===== config.mk =====
export PLATFORM = sky130hd
export DESIGN_NAME = ram_wishbone_sel
export DESIGN_NICKNAME = d
export VERILOG_FILES = /design/src/rtl/ram_wb_pkg.sv /design/src/rtl/ram_wb_array.sv /design/src/rtl/ram_wishbone_sel.sv
export SDC_FILE = /design/constraint.sdc
export NUM_CORES = 1
export LEC_CHECK = 0
export ABC_AREA = 1
export BUFFER_PORTS_ARGS = -buffer_cell sky130_fd_sc_hd__clkbuf_2
export CAP_MARGIN = 10
export CORE_MARGIN = 3
export CORE_UTILIZATION = 40
export CTS_BUF_LIST = sky130_fd_sc_hd__clkbuf_16
export DETAILED_ROUTE_END_ITERATION = 8
export GPL_TIMING_DRIVEN = 0
export PLACE_DENSITY = 0.64
export SLEW_MARGIN = 20
export SYNTH_ARGS = -nofsm -noshare
export SYNTH_HDL_FRONTEND = slang
export SYNTH_SLANG_ARGS = --single-unit

===== constraint.sdc =====
create_clock -name CLK_I -period 2.7 [get_ports CLK_I]
set_clock_uncertainty 0.05 [all_clocks]
set_input_delay 0.27 -clock CLK_I [delete_from_list [all_inputs] [get_ports CLK_I]]
set_output_delay 0.27 -clock CLK_I [all_outputs]
set_load 0.005 [all_outputs]

===== src/rtl/ram_wb_pkg.sv =====
// Shared definitions for the Wishbone data RAM: FSM state encoding and
// elaboration-time sizing helpers.
package ram_wb_pkg;

    typedef enum logic [1:0] {
        S_CLEAR = 2'd0,
        S_IDLE  = 2'd1,
        S_RESP  = 2'd2
    } state_e;

    function automatic int clog2(input int value);
        int res;
        res = 0;
        for (int i = 0; i < 31; i++) begin
            if ((32'sd1 <<< i) < value) begin
                res = i + 1;
            end else begin
                res = res;
            end
        end
        return res;
    endfunction

    function automatic int lanes(input int data_w);
        return data_w / 8;
    endfunction

endpackage


===== src/rtl/ram_wb_array.sv =====
// DEPTH x DATA_W storage with per-byte-lane write enables and a registered
// read port that can also be cleared to zero (used for error responses).
module ram_wb_array #(
    parameter int DATA_W = 32,
    parameter int DEPTH  = 16,
    parameter int LANES  = 4,
    parameter int IDX_W  = 4
) (
    input  logic              clk,
    input  logic              rst_n,
    input  logic [LANES-1:0]  we,
    input  logic [IDX_W-1:0]  idx,
    input  logic [DATA_W-1:0] wdata,
    input  logic              rd_en,
    input  logic              rd_clr,
    output logic [DATA_W-1:0] rdata
);

    logic [DATA_W-1:0] mem [DEPTH];
    logic [DATA_W-1:0] rdata_q;

    // Byte-lane writes; storage is deliberately not reset.
    always_ff @(posedge clk) begin
        for (int n = 0; n < LANES; n++) begin
            if (we[n]) begin
                mem[idx][8*n +: 8] <= wdata[8*n +: 8];
            end
        end
    end

    // Read data register: loaded on reads, zeroed on errors, otherwise held.
    always_ff @(posedge clk or negedge rst_n) begin
        if (!rst_n) begin
            rdata_q <= {DATA_W{1'b0}};
        end else if (rd_clr) begin
            rdata_q <= {DATA_W{1'b0}};
        end else if (rd_en) begin
            rdata_q <= mem[idx];
        end else begin
            rdata_q <= rdata_q;
        end
    end

    assign rdata = rdata_q;

endmodule


===== src/rtl/ram_wishbone_sel.sv =====
// Wishbone classic slave data RAM with byte selects, registered ACK/ERR,
// address range/alignment checking and a post-reset zero-fill sweep.
module ram_wishbone_sel
    import ram_wb_pkg::*;
#(
    parameter int DATA_W         = 32,
    parameter int DEPTH          = 16,
    parameter int CLEAR_ON_RESET = 1
) (
    input  logic                   CLK_I,
    input  logic                   RST_N_I,
    input  logic                   CYC_I,
    input  logic                   STB_I,
    input  logic                   WE_I,
    input  logic [31:0]            ADR_I,
    input  logic [DATA_W/8-1:0]    SEL_I,
    input  logic [DATA_W-1:0]      DAT_I,
    output logic [DATA_W-1:0]      DAT_O,
    output logic                   ACK_O,
    output logic                   ERR_O,
    output logic                   BUSY_O
);

    localparam int          LANES     = lanes(DATA_W);
    localparam int          OFS       = clog2(LANES);
    localparam int          IDX_W     = clog2(DEPTH);
    localparam logic [31:0] ADR_LIMIT = 32'(DEPTH * LANES);
    localparam logic [IDX_W-1:0] LAST_IDX = IDX_W'(DEPTH - 1);
    localparam state_e      RST_STATE = (CLEAR_ON_RESET != 0) ? S_CLEAR : S_IDLE;
    localparam logic        RST_BUSY  = (CLEAR_ON_RESET != 0) ? 1'b1 : 1'b0;

    state_e            state_q, state_d;
    logic [IDX_W-1:0]  cnt_q, cnt_d;
    logic              ack_q, ack_d;
    logic              err_q, err_d;
    logic              busy_q, busy_d;

    logic              req_s;
    logic              adr_bad_s;
    logic [IDX_W-1:0]  idx_s;
    logic [LANES-1:0]  mem_we_s;
    logic [IDX_W-1:0]  mem_idx_s;
    logic [DATA_W-1:0] mem_wdata_s;
    logic              rd_en_s;
    logic              rd_clr_s;

    assign req_s     = CYC_I & STB_I;
    assign adr_bad_s = (ADR_I >= ADR_LIMIT) || (ADR_I[OFS-1:0] != {OFS{1'b0}});
    assign idx_s     = ADR_I[OFS+IDX_W-1:OFS];

    // Next-state, response and array-control decode.
    always_comb begin
        state_d     = state_q;
        cnt_d       = cnt_q;
        ack_d       = 1'b0;
        err_d       = 1'b0;
        mem_we_s    = {LANES{1'b0}};
        mem_idx_s   = idx_s;
        mem_wdata_s = DAT_I;
        rd_en_s     = 1'b0;
        rd_clr_s    = 1'b0;
        case (state_q)
            S_CLEAR: begin
                mem_we_s    = {LANES{1'b1}};
                mem_idx_s   = cnt_q;
                mem_wdata_s = {DATA_W{1'b0}};
                cnt_d       = cnt_q + IDX_W'(1);
                if (cnt_q == LAST_IDX) begin
                    state_d = S_IDLE;
                end else begin
                    state_d = S_CLEAR;
                end
            end
            S_IDLE: begin
                if (req_s) begin
                    state_d = S_RESP;
                    if (adr_bad_s) begin
                        err_d    = 1'b1;
                        rd_clr_s = 1'b1;
                    end else if (WE_I) begin
                        ack_d    = 1'b1;
                        mem_we_s = SEL_I;
                    end else begin
                        ack_d    = 1'b1;
                        rd_en_s  = 1'b1;
                    end
                end else begin
                    state_d = S_IDLE;
                end
            end
            S_RESP: begin
                state_d = S_IDLE;
            end
            default: begin
                state_d = S_IDLE;
            end
        endcase
        busy_d = (state_d == S_CLEAR);
    end

    // FSM state, sweep counter and registered handshake outputs.
    always_ff @(posedge CLK_I or negedge RST_N_I) begin
        if (!RST_N_I) begin
            state_q <= RST_STATE;
            cnt_q   <= {IDX_W{1'b0}};
            ack_q   <= 1'b0;
            err_q   <= 1'b0;
            busy_q  <= RST_BUSY;
        end else begin
            state_q <= state_d;
            cnt_q   <= cnt_d;
            ack_q   <= ack_d;
            err_q   <= err_d;
            busy_q  <= busy_d;
        end
    end

    ram_wb_array #(
        .DATA_W (DATA_W),
        .DEPTH  (DEPTH),
        .LANES  (LANES),
        .IDX_W  (IDX_W)
    ) u_array (
        .clk    (CLK_I),
        .rst_n  (RST_N_I),
        .we     (mem_we_s),
        .idx    (mem_idx_s),
        .wdata  (mem_wdata_s),
        .rd_en  (rd_en_s),
        .rd_clr (rd_clr_s),
        .rdata  (DAT_O)
    );

    assign ACK_O  = ack_q;
    assign ERR_O  = err_q;
    assign BUSY_O = busy_q;

endmodule

# After elaboration in Yosys (flattened, before gate mapping)
# Memory sizes are Yosys's and may differ from the RTL's.
# Cells that the tools add are included.
[op_classes] bitwise_logic=1 order_cmp=1 muxes=29 addsub=1 n_reduce_logical=5 eq_ne=2
[op_table] operator="2-to-1 mux 32 bit" count=3
[op_table] operator="greater-or-equal comparator 32 x 7 -> 1 bit, second input constant" count=1
[op_table] operator="2-to-1 mux 1 bit" count=19
[op_table] operator="2-to-1 mux 4 bit" count=4
[op_table] operator="one-hot mux 4 bit (2 select lines)" count=1
[op_table] operator="adder 4 x 1 -> 4 bit, second input constant" count=1
[op_table] operator="== test 4 bit, second input constant" count=1
[op_table] operator="zero test 2 bit" count=2
[op_table] operator="one-hot mux 2 bit (2 select lines)" count=1
[op_table] operator="nonzero test 2 bit" count=2
[op_table] operator="== test 2 x 1 -> 1 bit, second input constant" count=1
[op_table] operator="2-to-1 mux 2 bit" count=1
[op_table] operator="bitwise AND 1 bit" count=1
[op_table] operator="logical OR 1 bit" count=1
[word_totals] inputBits=73 n_memories=1 register_bits=41 ramBits=512 output_inout_bits=35
[mem_list] name="u_array.mem" depth=16 width=32 read_ports=1 rd_ports_with_merged_regs=0 wr=1 line="ram_wb_array.sv:19" text="logic [DATA_W-1:0] mem [DEPTH];"

# Depth between registers and ports, before layout
[depth] ltp_word=7 depth_mapped=13 depth_no_buf=11

# Modules after synthesis
# From an unflattened synthesis, not the netlist that was laid out.
[unflattened] hier_cells=2347 area_unflattened_um2=23452.5
[modules_own_cells] mod="ram_wb_array" area_each_um2=22600.4 cells_per_inst=2192 n_inst=1 seq_area_each_um2=16175.5
[modules_own_cells] mod="ram_wishbone_sel" area_each_um2=852.1 cells_per_inst=155 n_inst=1 seq_area_each_um2=226.5

# Least setup slack after synthesis
# Ideal clock, no wire load.
[synth_path] path_kind="reg2reg" start="register state_q[1]" end="memory u_array.mem[0][0], enable pin" t_required_ns=2.275 t_arrival_ns=1.821 slack_ns=0.453 period_less_slack_ns=2.247 stages_incl_launch_ff=10 setup_ns=0.375 cell_sequence="dfrtp_1 -> inv_2 -> nand2_4 -> nand2_2 -> nand2_2 -> buf_4 -> buf_2 -> nor2_1 -> nand2_1 -> a21oi_1"
[synth_between] elab_chain_len=4
[synth_rtl] element="start: declaration" line="ram_wishbone_sel.sv:32" text="state_e state_q, state_d;"
[synth_rtl] element="start signal: assignment" line="ram_wishbone_sel.sv:110" text="state_q <= state_d;"
[synth_rtl] element="== test 2 x 1 -> 1 bit or zero test 2 bit (tied branches)" line="ram_wishbone_sel.sv:62" text="case (state_q)"
[synth_rtl] element="one-hot mux 4 bit (2 select lines)" line="ram_wishbone_sel.sv:62"
[synth_rtl] element="2-to-1 mux 1 bit" line="ram_wb_array.sv:25" text="if (we[n]) begin"
[synth_rtl] element="2-to-1 mux 1 bit (not written as such)" line="ram_wb_array.sv:26" text="mem[idx][8*n +: 8] <= wdata[8*n +: 8];"
[synth_rtl] element="end: declaration" line="ram_wb_array.sv:19"
# Several ways; a longest one is shown, not always the timed one.

# Worst setup path in the final report
[layout_path] start="register state_q[1]" end="memory u_array.mem[10][17], enable pin"
# Same word-level chain as after synthesis.

==> flow_summary_export.csv <==
group,metric,value,unit
synth,synthArstFlopShare,0.0741,
floorplanning,die_h,260,microns
placed_design,numPortBuffers,107,
synth,ys_seq_elements,553,
timing,rsz0062_at_grt,"true",
grt,grt_max_degree,34,
setup_path,critPathSlowestCell,"dfrtp_2",
outcome,violations,"setup timing",
grt,grt-busiest-layer,"met2",
floorplanning,die-area,0.0678,sq mm
setup_path,critPathRequiredTime,2.99,ns
synth,synth.most_common_cell,"nand2_1",
power,power_density,1230,mW/mm^2
power,switching_share,0.449,
setup_path,critPathMaxStageDelay,0.52,ns
power,p_seq_frac,0.316,
synth,synthTopCellsByCount,"nand2_1, inv_1, edfxtp_1",
synth,yosys_warnings,0,
timing,drv_slew,0,
worst_hold_path,hp-class,"in -> async",
grt,antenna_found_initial,1,
placed_design,finalWeightedCongestion,0.967,
grt,met2_usage,0.403,
cells_and_area,n_fill_cell,5579,
drt,vias,20900,
grt,grt_util_met1,0.343,
floorplanning,core,0.0635,sq mm
power,static-leakage-power,0.0149,uW
cells_and_area,drive_gt1_frac,0.167,
timing,fmax,360,MHz
drt,antenna_left,0,
timing,setup_viol,244,
floorplanning,die_x,260,microns
clocking,insertion_delay,0.63,ns
cells_and_area,layout.nets,3161,
setup_path,start_kind,"register",
outcome,status,"finished with violations",
timing,worst_slack,-0.0800,ns
cells_and_area,area_growth,23.3,%
grt,grt_pass1_vias,19500,
setup_path,path_class,"reg -> reg",
power,ir_drop,0.000783,V
setup_path,critical_path.top_delay_family,"buffers and inverters",
floorplanning,io_pins,108,
power,finalPower,39300,uW
synth,synth_area_leaders,"edfxtp_1, nand2_1, inv_1",
grt,grt_pass1_wl,129000,microns
synth,synth.avg_cell_area,9.16,sq um
setup_path,worstPathArrival,3.07,ns
drt,routedWlPerCell,23.0,microns
power,internal_power,21700,uW
grt,grt_use_total,0.265,
power,switchingPower,17600,uW
synth,netlist_area,0.0259,sq mm
timing,hold_violations,0,
setup_path,crit_path_cell_trace,"inv_2 > nand2_8 > o21ai_4 > inv_4 > buf_4 > nor2_4 > nand2_4 > a21oi_4 > buf_12",
grt,met3_usage,0.0784,
timing,whs,0.0215,ns
synth,netlist.area_leader.share,0.594,
clocking,htreeDepth,2,
timing,tightestPinTransition,1.12,ns
power,power_frac_comb,0.485,
timing,min_period,2.78,ns
floorplanning,start_util,0.407,
floorplanning,fp-row-count,92,
clocking,cts_made_buffers,57,
clocking,cts_buffer_depth,3,
drt,totalWireLength,91700,microns
setup_path,crit_fanout,13,
cells_and_area,finalCoreUtilization,0.503,
synth,synth_seq_area_share,0.633,
drt,first_pass_iters,6,
timing,max_slew_margin,0.248,
run,cap_violations,0,
drt,via_per_inst,5.26,
timing,period_share,1.03,
synth,synth.distinct_cells,26,
synth,synth_fp_nets,2902,
power,power.share.clock,0.198,
clocking,clock_sinks,553,
drt,remaining_drc_errors,0,
drt,drt_iter0_drc,2895,
synth,synthCells,2828,
setup_path,crit_buf_inv,4,
clocking,cts_root_buf,"clkbuf_16",
grt,grt_overflow,0,
synth,synth-edff-count,512,
placed_design,dp_hpwl,55600,microns
clocking,cts_tree,"yes",
setup_path,end_kind,"register",
synth,ys.flop_type,"edfxtp_1",
clocking,path_clk_slew,0.07,ns
synth,synth_top_area_cell,"edfxtp_1",
[final timing paths]
kind / cells after the start / start / slack [ns] / to
worst max-delay path: 9 / state_q[1]$_DFF_PN0_ / -0.08 / u_array.mem[10][17]$_DFFE_PP_
worst min-delay path: 2 / RST_N_I / 0.02 / u_array.rdata[28]$_DFFE_PN0P_
worst max register to register: 9 / state_q[1]$_DFF_PN0_ / -0.08 / u_array.mem[10][17]$_DFFE_PP_
worst min register to register: 2 / cnt_q[3]$_DFFE_PN0P_ / 0.49 / cnt_q[3]$_DFFE_PN0P_
min in group CLK_I: 3 / DAT_I[26] / 0.06 / u_array.mem[7][26]$_DFFE_PP_
max in group asynchronous: 3 / RST_N_I / 2.02 / BUSY_O$_DFF_PN1_
[kinds of logic after synthesis]
family                   after synthesis  synth area share
AND/OR/NAND/NOR                     1488             0.238
buffers and inverters                682             0.104
flip-flops                           553             0.633
AO/OA/AOI/OAI                        102            0.0232
XOR/XNOR                               2          0.000677
adder cells (fa/ha/maj)                1          0.000483
[state kept, by name (all words and copies together), names as in the netlist]
register	flops
cnt_q	4
state_q	2
u_array.mem	512
ERR_O	1
BUSY_O	1
ACK_O	1
u_array.rdata	32
[per-layer routing]
metal | wire, microns | vias to the layer above | part of all wire
met5 | 0 | - | 0
met4 | 5610 | 0 | 0.061
met3 | 12900 | 370 | 0.14
met2 | 39700 | 1574 | 0.43
met1 | 33500 | 9629 | 0.37
li1 | - | 9358 | -
[cells in the final DEF (no fill, tap or decap), types with 10 or more instances in the layout]
master,n
nand3b_1,55
a21oi_4,64
buf_4,30
nor2_2,20
edfxtp_1,512
clkinv_2,10
dfrtp_1,38
clkbuf_16,59
buf_12,60
inv_1,542
buf_2,81
clkbuf_1,24
nand2_4,14
nand2_1,1054
nand3_1,257
clkinv_1,16
nor2_1,67
clkbuf_2,122
o21bai_1,32
[metrics by stage]
step | instance area (sq um) | TNS [ns] | instances | worst slack [ns]
4_1_cts | 31600 | -0.00277 | 3969 | -0.00140
3_3_place_gp | 27500 | -607.43 | 3781 | -1.21
6_report | 31900 | -7.07 | 3982 | -0.0800
2_1_floorplan | 25900 | 0 | 2828 | 0.453
5_1_grt | 31900 | -4.55 | 3981 | -0.0613
3_5_place_dp | 27800 | -473.70 | 3789 | -0.905
[worst register-to-register path: cells and delay by family (launching register included)]
family	cells	cell delay, ns
buffers and inverters	4	0.74
DFF	1	0.52
and+or+nand+nor	3	0.60
AOI/OAI and AO/OA	2	0.57
[repair_timing]
action,in CTS,in global routing
endpoints found under the hold margin,41,0
endpoints found under the setup margin,1018,704
pin swaps,15,5
cloned,0,0
gates resized for setup,131,71
buffers inserted,70,14
hold buffers,3,0
[power by group through the flow]
| stage | Sequential, uW | Clock [uW] | Combinational (uW) |
|---|---|---|---|
| finish | 12400 | 7800 | 19100 |
| global route | 12600 | 8150 | 20100 |
| CTS | 12400 | 7790 | 17700 |
| detailed placement | 12600 | 0 | 15700 |
| global placement | 12600 | 0 | 15400 |
| floorplan | 12500 | 0 | 9300 |
[layout make-up]
type / instances / area, sq um / share of cell area
antenna: 1 / 2.50 / 0.0000784
buffer: 144 / 782 / 0.0245
clock buffer: 59 / 1480 / 0.0462
inverter: 536 / 2030 / 0.0636
multi-input combinational: 1593 / 7790 / 0.244
tap: 846 / 1060 / 0.0331
timing repair buffer: 202 / 2050 / 0.0643
clock inverter: 48 / 342 / 0.0107
sequential: 553 / 16400 / 0.514
No activity file was read; power rests on OpenSTA's default activity.
